File: src/rtl/div_unit.sv
// Multi-cycle radix-2 restoring divider for the EX-stage DIV/DIVU instructions.
// Produces {remainder, quotient} after WIDTH+1 edges. A divide by zero skips the
// iteration loop and returns zero one edge after acceptance.
//
// Handshake: start_i is a level request that the requester holds until it has
// consumed the result. A request is accepted only from IDLE when annul_i is low.
// Operands are sampled at that edge only. busy_o is high while the unit is
// working, and the requester stalls on it. ready_o qualifies result_o. Both stay
// stable in DONE while start_i stays high. Dropping start_i, or raising annul_i,
// releases the unit back to IDLE on the next edge.
module div_unit #(
    parameter int WIDTH = 32
) (
    input  logic                 clk,
    input  logic                 rst,
    input  logic                 signed_div_i,
    input  logic [WIDTH-1:0]     opdata1_i,
    input  logic [WIDTH-1:0]     opdata2_i,
    input  logic                 start_i,
    input  logic                 annul_i,
    output logic [2*WIDTH-1:0]   result_o,
    output logic                 ready_o,
    output logic                 busy_o
);

    localparam int CW = $clog2(WIDTH) + 1;

    typedef enum logic [1:0] {
        IDLE   = 2'd0,
        BYZERO = 2'd1,
        RUN    = 2'd2,
        DONE   = 2'd3
    } state_t;

    state_t state, next_state;

    logic [CW-1:0]    cnt;
    logic [WIDTH-1:0] dvd;      // dividend bits still to be consumed; quotient bits fill in from the bottom
    logic [WIDTH-1:0] dvs;      // divisor magnitude
    logic [WIDTH-1:0] rem;      // partial remainder
    logic             neg_quo;  // operand signs differed on a signed divide
    logic             neg_rem;  // dividend was negative on a signed divide

    logic             accept;
    logic [WIDTH:0]   trial;
    logic [WIDTH:0]   diff;
    logic             fits;
    logic [WIDTH-1:0] quo_fix;
    logic [WIDTH-1:0] rem_fix;

    assign accept  = start_i && !annul_i;
    // Shift the next dividend bit into the partial remainder and try to subtract the divisor.
    assign trial   = {rem, dvd[WIDTH-1]};
    assign diff    = trial - {1'b0, dvs};
    assign fits    = (trial >= {1'b0, dvs});
    assign quo_fix = neg_quo ? (~dvd + 1'b1) : dvd;
    assign rem_fix = neg_rem ? (~rem + 1'b1) : rem;
    assign busy_o  = (state == BYZERO) || (state == RUN);

    // State register
    always_ff @(posedge clk or posedge rst) begin
        if (rst) state <= IDLE;
        else     state <= next_state;
    end

    // Next-state logic
    always_comb begin
        next_state = state;
        case (state)
            IDLE: begin
                if (accept) next_state = (opdata2_i == '0) ? BYZERO : RUN;
            end
            BYZERO: begin
                next_state = annul_i ? IDLE : DONE;
            end
            RUN: begin
                if (annul_i)                   next_state = IDLE;
                else if (cnt == CW'(WIDTH))    next_state = DONE;
            end
            DONE: begin
                if (annul_i || !start_i) next_state = IDLE;
            end
            default: next_state = IDLE;
        endcase
    end

    // Datapath: operand capture, one quotient bit per RUN edge, and the registered result.
    always_ff @(posedge clk or posedge rst) begin
        if (rst) begin
            cnt      <= '0;
            dvd      <= '0;
            dvs      <= '0;
            rem      <= '0;
            neg_quo  <= 1'b0;
            neg_rem  <= 1'b0;
            result_o <= '0;
            ready_o  <= 1'b0;
        end else begin
            case (state)
                IDLE: begin
                    ready_o  <= 1'b0;
                    result_o <= '0;
                    if (accept && (opdata2_i != '0)) begin
                        cnt     <= '0;
                        rem     <= '0;
                        dvd     <= (signed_div_i && opdata1_i[WIDTH-1]) ? (~opdata1_i + 1'b1) : opdata1_i;
                        dvs     <= (signed_div_i && opdata2_i[WIDTH-1]) ? (~opdata2_i + 1'b1) : opdata2_i;
                        neg_quo <= signed_div_i && (opdata1_i[WIDTH-1] ^ opdata2_i[WIDTH-1]);
                        neg_rem <= signed_div_i && opdata1_i[WIDTH-1];
                    end
                end
                BYZERO: begin
                    result_o <= '0;
                    ready_o  <= !annul_i;
                end
                RUN: begin
                    if (annul_i) begin
                        ready_o  <= 1'b0;
                        result_o <= '0;
                    end else if (cnt == CW'(WIDTH)) begin
                        result_o <= {rem_fix, quo_fix};
                        ready_o  <= 1'b1;
                    end else begin
                        rem <= fits ? diff[WIDTH-1:0] : trial[WIDTH-1:0];
                        dvd <= {dvd[WIDTH-2:0], fits};
                        cnt <= cnt + 1'b1;
                    end
                end
                DONE: begin
                    if (annul_i || !start_i) begin
                        ready_o  <= 1'b0;
                        result_o <= '0;
                    end
                end
                default: begin
                    ready_o  <= 1'b0;
                    result_o <= '0;
                end
            endcase
        end
    end

endmodule
File: config.mk
export PLATFORM = sky130hd
export DESIGN_NAME = div_unit
export DESIGN_NICKNAME = d
export VERILOG_FILES = /design/src/rtl/div_unit.sv
export SDC_FILE = /design/constraint.sdc
export NUM_CORES = 1
export LEC_CHECK = 0
export ABC_AREA = 1
export BUFFER_PORTS_ARGS = -buffer_cell sky130_fd_sc_hd__buf_2
export CORE_ASPECT_RATIO = 1.4
export CORE_MARGIN = 2
export CORE_UTILIZATION = 55
export CTS_BUF_LIST = sky130_fd_sc_hd__clkbuf_4
export CTS_CLUSTER_DIAMETER = 50
export DETAILED_ROUTE_END_ITERATION = 8
export PLACE_DENSITY = 0.78
export RECOVER_POWER = 50
export SLEW_MARGIN = 10
export SYNTH_ARGS = -nofsm -noshare
export SYNTH_HDL_FRONTEND = slang
export SYNTH_SLANG_ARGS = --single-unit
File: constraint.sdc
create_clock -name clk -period 6.6 [get_ports clk]
set_clock_uncertainty 0.1 [all_clocks]
set_input_delay 0.66 -clock clk [delete_from_list [all_inputs] [get_ports clk]]
set_output_delay 0.66 -clock clk [all_outputs]
set_load 0.05 [all_outputs]
==> results of run 1 <==
## layout make-up
cell class / instances / area [um2] / share of cell area
Clock buffer: 21 / 158 / 0.0112
Inverter: 302 / 1130 / 0.0805
Sequential cell: 171 / 4280 / 0.304
Antenna cell: 1 / 2.50 / 0.000178
Timing Repair Buffer: 141 / 644 / 0.0457
Tap cell: 306 / 383 / 0.0272
Clock inverter: 11 / 135 / 0.00959
Multi-Input combinational cell: 1522 / 7350 / 0.522
## synth_stat cells (11+ instances only)
cell | number | share of area
xnor2_1 | 18 | 0.012
nor2_2 | 11 | 0.0052
buf_2 | 19 | 0.0072
ha_1 | 42 | 0.040
a21oi_1 | 55 | 0.021
o21ai_1 | 12 | 0.0046
nand2_1 | 715 | 0.20
inv_1 | 297 | 0.085
nor2_1 | 169 | 0.048
o211ai_1 | 27 | 0.015
clkbuf_1 | 15 | 0.0043
nand3_1 | 197 | 0.075
dfrtp_1 | 171 | 0.33
buf_6 | 11 | 0.0094
nor3_1 | 23 | 0.0088
xor2_1 | 48 | 0.032
nand4_1 | 34 | 0.016
o21ai_0 | 121 | 0.046
## how the worst min path moves through the flow
stage / cells after the start / slack (ns) / endpoint / start
2_1_floorplan: 2 / 0.35 / dvs[26] / dvs[26]
3_3_place_gp: 2 / 0.36 / result_o[44] / result_o[44]
3_5_place_dp: 2 / 0.36 / result_o[10] / result_o[10]
4_1_cts: 3 / 0.21 / dvs[0] / opdata2_i[0]
5_1_grt: 3 / 0.25 / dvd[0] / opdata1_i[0]
6_report: 3 / 0.26 / dvs[31] / opdata2_i[31]
## worst reg2reg max path, cell delays in order, from the launching register on
cell	delay [ns]
dfrtp_1	0.44
inv_1	0.10
ha_1	0.28
o21ai_0	0.18
nor2_1	1.51
inv_1	1.01
a21oi_1	0.30
o21ai_0	0.12
nand2_1	0.06
## repair_timing
item | 4_1_cts | 5_1_grt
hold buffers | 1 | 0
resized for setup | 0 | 0
endpoints found under the hold margin | 57 | 0
## layout by cell type (no fill, tap or decap), drive strengths merged, types with 42 or more instances in the layout
| cell | synthesis | layout |
|---|---|---|
| dfrtp | 171 | 171 |
| ha | 42 | 42 |
| buf | 45 | 76 |
| o21ai | 134 | 134 |
| nand2 | 719 | 719 |
| a21oi | 55 | 55 |
| inv | 301 | 304 |
| xor2 | 48 | 48 |
| nor2 | 183 | 183 |
| nand3 | 198 | 198 |
| clkbuf | 15 | 85 |
## logic make-up (layout without fill, tap and decap cells)
family | after synthesis | in the layout | synth area share
AO/OA/AOI/OAI | 239 | 239 | 0.103
XOR/XNOR | 66 | 66 | 0.0440
adder cells (fa/ha/maj) | 43 | 43 | 0.0415
buffers and inverters | 362 | 475 | 0.114
flip-flops | 171 | 171 | 0.326
other | 0 | 1 | 0
AND/OR/NAND/NOR | 1174 | 1174 | 0.372
## layer usage
metal / vias to the layer above / GRT usage / wire length [um]
met4: 0 / 0.220 / 3080
li1: 6702 / - / -
met1: 6233 / 0.360 / 15200
met5: - / 0 / 0
met2: 440 / 0.630 / 22200
met3: 141 / 0.0366 / 1640
## metrics by stage
| stage | utilization | power [uW] | setup WS [ns] | instance area [um2] | hold WS [ns] |
|---|---|---|---|---|---|
| floorplan | - | 3570 | 1.21 | 13100 | 0.349 |
| global placement | 0.594 | 4250 | 3.18 | 13900 | 0.359 |
| detailed placement | 0.594 | 4300 | 3.17 | 13900 | 0.360 |
| CTS | 0.607 | 4960 | 3.16 | 14200 | 0.209 |
| global route | 0.603 | 5300 | 1.90 | 14100 | 0.254 |
| finish | 0.603 | 4940 | 2.44 | 14100 | 0.261 |
## power by group through the flow
stage | clock network (uW) | logic (uW) | registers (uW)
floorplan | 0 | 1790 | 1780
global placement | 0 | 2620 | 1630
detailed placement | 0 | 2660 | 1640
CTS | 663 | 2670 | 1620
global route | 695 | 2940 | 1660
finish | 652 | 2660 | 1630
## state kept, by name (all words and copies together), names as in the netlist
| name | count |
|---|---|
| dvs | 32 |
| rem | 32 |
| cnt | 6 |
| state | 2 |
| neg_quo | 1 |
| ready_o | 1 |
| dvd | 32 |
| neg_rem | 1 |
| result_o | 64 |
==> flow_metrics.py, run 1 <==
metrics = {
    "power_and_ir_drop": {
        "p_per_area_mw_per_mm2": 350,
        "p_clk_frac": 0.132,
        "sw_frac_of_total": 0.535,
        "power.leakage_uw": 0.00762,
        "power_frac_comb": 0.538,
        "intPower_uw": 2300,
        "power_frac_seq": 0.330,
        "ir_worst_vdd_v": 0.000238,
        "netSwitchingPower_uw": 2640,
    },
    "min_path": {
        "hp-class": "input port to flip-flop",
    },
    "critical_path": {
        "r2r_slack_ns": 2.44,
        "r2r_cells": 8,
        "crit_family": "simple AND/OR/NAND/NOR gates",
        "worstSetupStartpoint": "state[0]",
        "path_max_fanout": 36,
        "endpoint_kind": "flip-flop",
        "rr_startpoint": "state[0]",
        "start_kind": "flip-flop",
        "cp_data_required_time_ns": 7.05,
        "slowest_stage": "nor2_1",
        "cp_data_arrival_time_ns": 4.61,
        "critPathKind": "flip-flop to flip-flop",
        "crit_path_end": "dvs[25]",
        "max_stage_delay_ns": 1.51,
        "r2r-end": "dvs[25]",
        "path_buf_inv": 2,
        "crit_chain": "inv_1 -> ha_1 -> o21ai_0 -> nor2_1 -> inv_1 -> a21oi_1 -> o21ai_0 -> nand2_1",
        "critical_path_depth": 8,
    },
    "routing": {
        "antenna_left": 0,
        "drt-wirelength-per-cell_um": 17.0,
        "drtPass1Iterations": 5,
        "totalWireLength_mm": 42.2,
        "drt_iter0_markers": 951,
        "vias_per_cell": 5.46,
        "drc_errors": 0,
        "vias": 13500,
    },
    "global_route": {
        "grt_pass1_wl_mm": 66.4,
        "gr-usage-all-layers": 0.340,
        "grt_overflow": 0,
        "grt_start_max_net_pins": 68,
        "grt_pass1_vias": 13000,
        "antenna_found_initial": 1,
    },
    "cts": {
        "cts_tree": "built",
        "worstSkewPairLatency_ns": 0.64,
        "cts-root-buf": "clkbuf_4",
        "post-cts-setup-buffers": 0,
        "clock_path_buffers": 2,
        "clkSlewWorstSetupHoldPaths_ns": 0.13,
        "clock_sinks": 171,
        "htree_levels": 4,
        "numCtsBuffers": 17,
    },
    "sta": {
        "slew_headroom": -0.730,
        "grt_setup_unrepaired": "no",
        "slew_violations": 158,
        "timing.fmax_mhz": 241,
        "tns_ns": 0,
        "finalCritPeriodShare": 0.630,
        "tightest_slew_ns": 2.58,
        "hold_violations": 0,
        "finalSetupViolCount": 0,
        "fin_crit_ns": 4.16,
    },
    "logic_synthesis": {
        "synth_warnings": 0,
        "ys_types": 42,
        "syn_avg_cell_area_um2": 6.39,
        "syn_area_mm2": 0.0131,
        "synth_nets": 2167,
        "ys_seq_area_frac": 0.326,
        "async_reset_ff_frac": 1.00,
        "ys.flop_type": "dfrtp_1",
        "synth_edf_count": 0,
        "ys_ff_latch": 171,
        "netlist_instances": 2055,
    },
    "floorplan": {
        "row_count": 66,
        "num_io_pins": 135,
        "fp.coreArea_mm2": 0.0234,
        "die_w_um": 135,
        "dieArea_mm2": 0.0252,
        "initial_core_util": 0.562,
        "die_h_um": 187,
    },
    "outcome": {
        "outcome": "finished, violations left",
        "violations": "max-capacitance violations, max-slew violations",
    },
    "finish": {
        "syn_to_final_growth_pct": 7.26,
        "drive_above_1_share": 0.0637,
        "num-fill-cells": 2422,
        "nNetsFinal": 2267,
        "fin_cells": 2475,
    },
    "place": {
        "dp_cells": 2441,
        "io_buffers": 134,
        "gp_congestion": 1.00,
        "hpwl_mm": 33.2,
    },
    "flow_run": {
        "drv_cap": 3,
    },
}
Note: power is estimated with default switching activity, not from simulation.
==> inputs of run 2 (changes only) <==
- clock period: 6.6 -> 4.3 ns (I/O delays scaled with it)
==> run 2 against run 1 <==
The flow still finishes with violations (max-capacitance violations, max-slew violations); register-to-register slack lost 1.1 ns; global-route usage is 0.58 points higher; final area up 0.71%; sequential share of layout area fell by 0.21 points; via count rose by 0.92%; sequential power up 50%; sequential cell count unchanged; first-iteration DRC count fell by 8.1%; worst setup slack worse by 1.1 ns; critical path type unchanged; largest cell class unchanged.
==> flow_metrics.py, run 2 (synthesis gave the netlist of run 1 again) <==
metrics = {
    "outcome": {
        "outcome": "finished, violations left",
        "violations": "max-capacitance violations, max-slew violations",
    },
    "power_and_ir_drop": {
        "netSwitchingPower_uw": 4030,
        "power.leakage_uw": 0.00777,
        "power_frac_comb": 0.552,
        "power_frac_seq": 0.325,
        "p_per_area_mw_per_mm2": 531,
        "sw_frac_of_total": 0.535,
        "ir_worst_vdd_v": 0.000368,
        "power_uw": 7530,
        "intPower_uw": 3500,
        "p_clk_frac": 0.123,
    },
    "critical_path": {
        "max_stage_delay_ns": 0.51,
        "cp_data_arrival_time_ns": 3.34,
        "cpMostUsedCell": "nand2_1",
        "crit_chain": "ha_1 -> nand2_1 -> nor2_1 -> nand2_1 -> nand3_1 -> inv_1 -> nand2_1 -> nand2_1 -> nand2_2 -> buf_4 -> nand2_1 -> nand3_1 -> o21ai_0",
        "critPathKind": "flip-flop to flip-flop",
        "start_kind": "flip-flop",
        "slowest_stage": "dfrtp_1",
        "cp_data_required_time_ns": 4.68,
        "endpoint_kind": "flip-flop",
        "path_max_fanout": 18,
    },
    "sta": {
        "finalCritPeriodShare": 0.689,
        "tightest_slew_ns": 1.96,
        "finalSetupViolCount": 0,
        "grt_setup_unrepaired": "no",
        "slew_violations": 41,
        "slew_headroom": -0.312,
        "fin_crit_ns": 2.96,
        "hold_violations": 0,
        "tns_ns": 0,
        "timing.fmax_mhz": 338,
    },
    "cts": {
        "cts-root-buf": "clkbuf_4",
        "htree_levels": 4,
        "clock_sinks": 171,
        "clkSlewWorstSetupHoldPaths_ns": 0.16,
        "worstSkewPairLatency_ns": 0.60,
        "cts_tree": "built",
        "post-cts-setup-buffers": 0,
        "numCtsBuffers": 17,
        "cts.repair.resized": 0,
        "cts_hold_buf": 1,
        "clock_path_buffers": 2,
    },
    "global_route": {
        "antenna_found_initial": 1,
        "grt_overflow": 0,
        "grt_use_met2": 0.630,
        "gr-usage-all-layers": 0.346,
        "grt_use_met3": 0.0322,
        "grt_pass1_vias": 13300,
        "grt_use_met1": 0.368,
        "grt_start_max_net_pins": 68,
        "gr-max-usage-layer": "met2",
        "grt_pass1_wl_mm": 67.8,
    },
    "floorplan": {
        "row_count": 66,
        "die_h_um": 187,
        "die_w_um": 135,
        "num_io_pins": 135,
        "dieArea_mm2": 0.0252,
        "fp.coreArea_mm2": 0.0234,
        "initial_core_util": 0.562,
    },
    "place": {
        "gp_congestion": 0.992,
        "io_buffers": 134,
        "placed_cell_area_mm2": 0.0140,
        "hpwl_mm": 34.0,
    },
    "routing": {
        "totalWireLength_mm": 43.1,
        "drt_iter0_markers": 874,
        "drc_errors": 0,
        "vias": 13600,
        "drt-wirelength-per-cell_um": 17.4,
        "vias_per_cell": 5.50,
        "drtPass1Iterations": 5,
        "antenna_left": 0,
    },
    "finish": {
        "final_cell_mix": "714 x nand2_1, 296 x inv_1, 197 x nand3_1",
        "top_register": "result_o",
        "fin_area_mm2": 0.0142,
        "num-fill-cells": 2371,
        "layout_commonest_cell": "nand2_1",
        "syn_to_final_growth_pct": 8.02,
        "largest_reg_flops": 64,
        "drive_above_1_share": 0.0801,
        "nNetsFinal": 2272,
    },
    "min_path": {
        "hp-class": "input port to flip-flop",
    },
    "flow_run": {
        "drv_cap": 1,
    },
}
-- run 2: changes by cell type in the layout (fill, tap and decap cells not counted), moves of 3 or more --
cell,change
clkbuf_1,-30
buf_2,+30
buf_4,+3
buf_12,+3
-- run 2: worst paths after layout --
check / startpoint / end / slack, ns / cells past startpoint
setup / recovery: rem[12] / rem[14] / 1.34 / 13
hold / removal: opdata1_i[0] / dvd[0] / 0.05 / 3
setup reg to reg: rem[12] / rem[14] / 1.34 / 13
hold reg to reg: result_o[16] / result_o[16] / 0.40 / 2
max in group asynchronous: rst / dvs[19] / 2.26 / 4
min in group asynchronous: rst / dvd[17] / 0.77 / 3
-- run 2: critical path: cells and delay by family (launching register included) --
family	cells	cell delay, ns
fa+ha+maj	1	0.45
flops	1	0.51
simple gates	9	1.33
buf+inv	2	0.38
compound gates	1	0.08
-- run 2: cell type report --
cell class                      count  area [um2]  share of cell area
Timing Repair Buffer              146         759              0.0535
Inverter                          302        1130              0.0800
Multi-Input combinational cell   1522        7360               0.519
Sequential cell                   171        4280               0.302
Clock inverter                     11         116             0.00820
Antenna cell                        1        2.50            0.000176
Tap cell                          306         383              0.0270
Clock buffer                       20         150              0.0106
-- run 2: per-stage QoR --
step	worst slack [ns]	cells	hold slack [ns]	utilization
final	1.34	2479	0.0514	0.607
after CTS	1.37	2478	0.0112	0.609
after global placement	1.11	2446	0.357	0.597
after detailed placement	1.12	2446	0.361	0.597
after global routing	1.07	2479	0.0452	0.607
after floorplan	1.59	2055	0.349	-
-- run 2: metal layers --
layer	wire length, um	up-vias
met2	22300	438
met3	1470	145
met1	15800	6317
met4	3520	0
li1	-	6740
met5	0	-
-- run 2: power by group through the flow --
stage	clock, uW	combinational, uW	sequential [uW]
floorplan	0	2750	2730
global route	1010	4580	2500
global placement	0	4070	2460
CTS	950	4150	2430
finish	929	4160	2450
detailed placement	0	4130	2470
